`src/rtl/cpu_io_pkg.sv`:
```
// rtl/cpu_io_pkg.sv - shared types and default timing constants for the CPU front-panel I/O blocks
package cpu_io_pkg;

    typedef enum logic [1:0] {
        IDLE      = 2'd0,
        PRESS_CHK = 2'd1,
        HELD      = 2'd2,
        REL_CHK   = 2'd3
    } btn_state_e;

    // 10 ms of stable level at 100 MHz before a change is accepted
    localparam int unsigned BTN_DEBOUNCE_N_DEFAULT = 32'd1000000;
    // 0.5 s auto-repeat period at 100 MHz
    localparam int unsigned BTN_REPEAT_N_DEFAULT   = 32'd50000000;

endpackage

```
`src/rtl/sync_2ff.sv`:
```
// rtl/sync_2ff.sv - two-flop synchronizer for asynchronous inputs
module sync_2ff #(
    parameter int unsigned WIDTH = 1
) (
    input  logic             clk_i,
    input  logic             rst_ni,
    input  logic [WIDTH-1:0] d_i,
    output logic [WIDTH-1:0] q_o
);

    logic [WIDTH-1:0] meta_q;
    logic [WIDTH-1:0] sync_q;

    // First flop may go metastable; second flop gives it a full cycle to settle
    always_ff @(posedge clk_i) begin
        if (!rst_ni) begin
            meta_q <= '0;
            sync_q <= '0;
        end else begin
            meta_q <= d_i;
            sync_q <= meta_q;
        end
    end

    assign q_o = sync_q;

endmodule

```
`src/rtl/btn_pulse_gen.sv`:
```
// rtl/btn_pulse_gen.sv - debounced push-button to single-step strobe; BTN_AUTO_REPEAT_EN adds hold-to-repeat
module btn_pulse_gen
    import cpu_io_pkg::*;
#(
    parameter int unsigned DEBOUNCE_N = BTN_DEBOUNCE_N_DEFAULT,
    parameter int unsigned REPEAT_N   = BTN_REPEAT_N_DEFAULT
) (
    input  logic        CLK_100mhz,
    input  logic        rst_n,
    input  logic        btn_in,
    output logic        btn_level,
    output logic        step_pulse,
    output logic [15:0] press_cnt
);

    localparam logic [31:0] DB_LAST = 32'(DEBOUNCE_N - 32'd1);

    btn_state_e  state_q, state_d;
    logic [31:0] db_cnt_q, db_cnt_d;
    logic        step_q, step_d;
    logic [15:0] press_cnt_q, press_cnt_d;
    logic        press_accept;
    logic        btn_sync;

    sync_2ff #(
        .WIDTH (1)
    ) u_sync (
        .clk_i  (CLK_100mhz),
        .rst_ni (rst_n),
        .d_i    (btn_in),
        .q_o    (btn_sync)
    );

    // Debounce FSM: a level change is accepted only after DEBOUNCE_N stable cycles
    always_comb begin
        state_d      = state_q;
        db_cnt_d     = db_cnt_q;
        press_accept = 1'b0;
        case (state_q)
            IDLE: begin
                if (btn_sync) begin
                    state_d  = PRESS_CHK;
                    db_cnt_d = '0;
                end
            end
            PRESS_CHK: begin
                if (!btn_sync) begin
                    state_d = IDLE;
                end else if (db_cnt_q == DB_LAST) begin
                    state_d      = HELD;
                    press_accept = 1'b1;
                end else begin
                    db_cnt_d = db_cnt_q + 32'd1;
                end
            end
            HELD: begin
                if (!btn_sync) begin
                    state_d  = REL_CHK;
                    db_cnt_d = '0;
                end
            end
            REL_CHK: begin
                if (btn_sync) begin
                    state_d = HELD;
                end else if (db_cnt_q == DB_LAST) begin
                    state_d = IDLE;
                end else begin
                    db_cnt_d = db_cnt_q + 32'd1;
                end
            end
            default: begin
                state_d = IDLE;
            end
        endcase
    end

`ifdef BTN_AUTO_REPEAT_EN
    localparam logic [31:0] RP_LAST = 32'(REPEAT_N - 32'd1);

    logic [31:0] rep_cnt_q, rep_cnt_d;
    logic        rep_fire;

    // Repeat timer runs while the button is considered down; a release glitch keeps its phase
    always_comb begin
        rep_cnt_d = rep_cnt_q;
        rep_fire  = 1'b0;
        if (press_accept || (state_d == IDLE)) begin
            rep_cnt_d = '0;
        end else if ((state_q == HELD) || (state_q == REL_CHK)) begin
            if (rep_cnt_q == RP_LAST) begin
                rep_fire  = 1'b1;
                rep_cnt_d = '0;
            end else begin
                rep_cnt_d = rep_cnt_q + 32'd1;
            end
        end
    end

    // Repeat timer register
    always_ff @(posedge CLK_100mhz) begin
        if (!rst_n) begin
            rep_cnt_q <= '0;
        end else begin
            rep_cnt_q <= rep_cnt_d;
        end
    end

    assign step_d = press_accept | rep_fire;
`else
    logic unused_repeat_n;
    assign unused_repeat_n = ^REPEAT_N;

    assign step_d = press_accept;
`endif

    assign press_cnt_d = step_d ? (press_cnt_q + 16'd1) : press_cnt_q;

    // State, debounce counter, registered strobe and wrapping strobe count
    always_ff @(posedge CLK_100mhz) begin
        if (!rst_n) begin
            state_q     <= IDLE;
            db_cnt_q    <= '0;
            step_q      <= 1'b0;
            press_cnt_q <= '0;
        end else begin
            state_q     <= state_d;
            db_cnt_q    <= db_cnt_d;
            step_q      <= step_d;
            press_cnt_q <= press_cnt_d;
        end
    end

    assign btn_level  = (state_q == HELD) || (state_q == REL_CHK);
    assign step_pulse = step_q;
    assign press_cnt  = press_cnt_q;

endmodule

```
`config.mk`:
```
export PLATFORM = sky130hd
export DESIGN_NAME = btn_pulse_gen
export DESIGN_NICKNAME = d
export VERILOG_FILES = /design/src/rtl/cpu_io_pkg.sv /design/src/rtl/sync_2ff.sv /design/src/rtl/btn_pulse_gen.sv
export SDC_FILE = /design/constraint.sdc
export NUM_CORES = 1
export LEC_CHECK = 0
export CORE_MARGIN = 2
export CORE_UTILIZATION = 40
export DETAILED_ROUTE_END_ITERATION = 16
export PLACE_DENSITY_LB_ADDON = 0.2
export RECOVER_POWER = 50
export SETUP_SLACK_MARGIN = 0.15
export SLEW_MARGIN = 20
export SYNTH_ARGS = -nofsm -noshare
export SYNTH_HDL_FRONTEND = slang
export SYNTH_SLANG_ARGS = --single-unit
```
`constraint.sdc`:
```
create_clock -name CLK_100mhz -period 3.2 [get_ports CLK_100mhz]
set_clock_uncertainty 0.2 [all_clocks]
set_input_delay 0.64 -clock CLK_100mhz [delete_from_list [all_inputs] [get_ports CLK_100mhz]]
set_output_delay 0.64 -clock CLK_100mhz [all_outputs]
set_load 0.005 [all_outputs]
```
==> flow_metrics.env <==
export IMPL_hold_viol_final=0
export IMPL_die_w_um=87.4
export IMPL_crit_required_ns=3.24
export IMPL_die_area_mm2=0.00764
export IMPL_met1Wirelength_mm=3.22
export IMPL_cap_violations=0
export IMPL_cts_buffers=5
export IMPL_period_share_pct=86.7
export IMPL_cts_tree="done"
export IMPL_rows=30
export IMPL_crit_path_end_kind="register"
export IMPL_p_total_mw=1.08
export IMPL_antenna_found_initial=0
export IMPL_wl_met3_um=400
export IMPL_fin_nets=367
export IMPL_ant_nets=0
export IMPL_finalSetupViolations=0
export IMPL_coreArea_mm2=0.00676
export IMPL_track_usage_pct=19.6
export IMPL_yosysMostFrequentCell="dfxtp_1"
export IMPL_area_delta_synth_final_pct=14.6
export IMPL_grt_overflow=0
export IMPL_postCtsHoldBufs=0
export IMPL_ys_seq_area_share_pct=38.1
export IMPL_min_period_ns=2.77
export IMPL_post_cts_buffers=0
export IMPL_drt_wl_total_mm=7.09
export IMPL_path_clk_slew_ns=0.09
export IMPL_yosysWarnings=0
export IMPL_cts_path_max_buffers=2
export IMPL_netlist_top_cells_area="dfxtp_1, nand4_1, a21oi_1"
export IMPL_cp_start_kind="register"
export IMPL_synth_edff_count=0
export IMPL_htree_num_levels=2
export IMPL_top_layer_used="met4"
export IMPL_crit_slowest_cell="or4_1"
export IMPL_first_iter_violations=164
export IMPL_grt_max_degree=32
export IMPL_hpwl_mm=5.08
export IMPL_synth_top_family_by_area="simple AND/OR/NAND/NOR gates"
export IMPL_status="completed"
export IMPL_cp_arrival_ns=2.82
export IMPL_synth_cell_area_mm2=0.00278
export IMPL_synth_top_cell_by_area="dfxtp_1"
export IMPL_drc=0
export IMPL_rsz0062_at_grt="false"
export IMPL_tightest_slew_ns=0.887
export IMPL_synth_area_mux_share_pct=1.80
export IMPL_slew_viol_final=0
export IMPL_layout_drive_gt1_share_pct=5.52
export IMPL_cts_sinks=53
export IMPL_n_antenna_cell=0
export IMPL_fin_util_pct=47.2
export IMPL_die_y_um=87.4
export IMPL_fin_hold_ws_ns=0.244
export IMPL_ys_ff_latch=53
export IMPL_crit_type="register to register"
export IMPL_cts_root_buf="clkbuf_8"
export IMPL_synth_main_ff_cell="dfxtp_1"
export IMPL_drt_pass1_iterations=4
export IMPL_hold_class="register to register"
export IMPL_grt_pass1_wl_mm=11.9
export IMPL_max_freq_ghz=0.360
export IMPL_routed_via_density=6.15
export IMPL_synth_xor_area_share_pct=1.26
export IMPL_crit_chain="ha_1 > or4bb_1 > nor4_1 > nand4_1 > buf_4 > or4_1 > a21oi_1"
export IMPL_startpoint="db_cnt_q[1]$_SDFFE_PN0P_"
export IMPL_synth_fa_ha_area_share_pct=0.900
export IMPL_vias=2719
export IMPL_grt_pass1_vias=2444
export IMPL_cpPeakStageDelay_ns=0.52
export IMPL_ios=21
export IMPL_setup_tns_ns=0
export IMPL_syn_nets=346
export IMPL_synth_async_reset_ratio_pct=0
export IMPL_synth_cell_type_count=46
export IMPL_rr_worst_depth=7
export IMPL_path_max_fanout=31
export IMPL_ir_drop_mv=0.175
export IMPL_yosys_area_share_simple_pct=37.3
export IMPL_n_fill_cell=657
export IMPL_wl_met2_mm=3.39
export IMPL_start_util_pct=41.2
export IMPL_synth_compound_area_share_pct=17.5
export IMPL_cts_resized=0
export IMPL_crit_end="press_cnt[8]$_SDFFE_PN0P_"
export IMPL_power_leakage_nw=1.05
export IMPL_ff2ff_setup_slack_ns=0.43
export IMPL_postLayoutCellArea_mm2=0.00319
export IMPL_r2r_start="db_cnt_q[1]$_SDFFE_PN0P_"
export IMPL_postPlaceCellArea_mm2=0.00310
export IMPL_synthCells=341
export IMPL_r2r_end="press_cnt[8]$_SDFFE_PN0P_"
export IMPL_io_buffer_count=20
export IMPL_syn_avg_cell_area_um2=8.16
export IMPL_synth_top_area_share_pct=38.1
export IMPL_powerDensity_mw_per_mm2=340
export IMPL_ys_top_cells_by_count="dfxtp_1, nand2_1, a21oi_1, nand4_1, nand3_1"
export IMPL_place_gp_congestion=0.933
export IMPL_clkLatencyLatePin_ns=0.31
export IMPL_wl_per_cell_um=16.0
export IMPL_max_slew_margin_pct=40.3
[cell families (layout without fill, tap and decap cells)]
group           count (synthesis)  count (layout)
mux                             5               5
flops                          53              53
simple gates                  178             178
compound gates                 77              77
fa+ha+maj                       2               2
buf+inv                        22              43
xor+xnor                        4               4
[metrics by stage]
stage,instances,worst slack [ns]
floorplan,341,0.846
global placement,435,0.522
detailed placement,435,0.510
CTS,442,0.480
global route,442,0.196
finish,442,0.426
[worst max-delay path: cells and delay by family, from the launching register on]
kind | cells | cell delay [ns]
adder cells (fa/ha/maj) | 1 | 0.31
AO/OA/AOI/OAI | 1 | 0.15
buffers and inverters | 1 | 0.24
AND/OR/NAND/NOR | 4 | 1.36
flip-flops | 1 | 0.45
[layout make-up]
class	instances	area, um2	share of cell area, %
Sequential cell	53	1060	33.3
Clock buffer	6	82.6	2.59
Inverter	6	22.5	0.707
Clock inverter	1	7.51	0.236
Multi-Input combinational cell	266	1640	51.4
Timing Repair Buffer	30	275	8.64
Tap cell	80	100	3.14
[how the worst min path moves through the flow]
stage	startpoint	endpoint	slack, ns	cells after the start
2_1_floorplan	u_sync.meta_q$_SDFF_PN0_	u_sync.q_o$_SDFF_PN0_	0.21	1
3_3_place_gp	u_sync.meta_q$_SDFF_PN0_	u_sync.q_o$_SDFF_PN0_	0.22	1
3_5_place_dp	u_sync.meta_q$_SDFF_PN0_	u_sync.q_o$_SDFF_PN0_	0.22	1
4_1_cts	u_sync.meta_q$_SDFF_PN0_	u_sync.q_o$_SDFF_PN0_	0.25	1
5_1_grt	u_sync.meta_q$_SDFF_PN0_	u_sync.q_o$_SDFF_PN0_	0.28	1
6_report	u_sync.meta_q$_SDFF_PN0_	u_sync.q_o$_SDFF_PN0_	0.24	1
[placed cells by master, fill, tap and decap left out, drive strengths merged, types with 2 or more instances in the layout]
| cell | synthesis | layout |
|---|---|---|
| o211ai | 3 | 3 |
| nand4 | 26 | 26 |
| ha | 2 | 2 |
| and2 | 10 | 10 |
| dfxtp | 53 | 53 |
| or4bb | 2 | 2 |
| mux2i | 5 | 5 |
| o31ai | 16 | 16 |
| o21ai | 13 | 13 |
| o31a | 2 | 2 |
| nor4 | 9 | 9 |
| a221o | 2 | 2 |
| buf | 1 | 10 |
| dlygate4sd3 | 0 | 19 |
| a31oi | 5 | 5 |
| nand3 | 23 | 23 |
| and4 | 10 | 10 |
| xor2 | 3 | 3 |
| nand2 | 33 | 33 |
| nor4b | 3 | 3 |
| nor3 | 9 | 9 |
| clkbuf | 15 | 6 |
| nor2 | 14 | 14 |
| nand2b | 2 | 2 |
| or3 | 10 | 10 |
| o41ai | 2 | 2 |
| a21oi | 26 | 26 |
| and3 | 5 | 5 |
| a21o | 2 | 2 |
| or4 | 17 | 17 |
| inv | 5 | 5 |
[flip-flops by register name, indices dropped and copies added (netlist names), named ones only]
name / count
u_sync.q_o: 1
u_sync.meta_q: 1
db_cnt_q: 32
state_q: 1
step_pulse: 1
press_cnt: 16
[metal layers]
metal | up-vias | global-route usage (%)
li1 | 1378 | -
met1 | 1263 | 25.2
met2 | 70 | 31.6
met3 | 8 | 3.89
met4 | 0 | 8.39
met5 | - | 0
[power breakdown]
group          internal, mW  switching (mW)
clock                 0.172           0.218
sequential            0.661         0.00142
combinational        0.0106          0.0218
total                 0.843           0.241
Note: power is estimated with default switching activity, not from simulation.
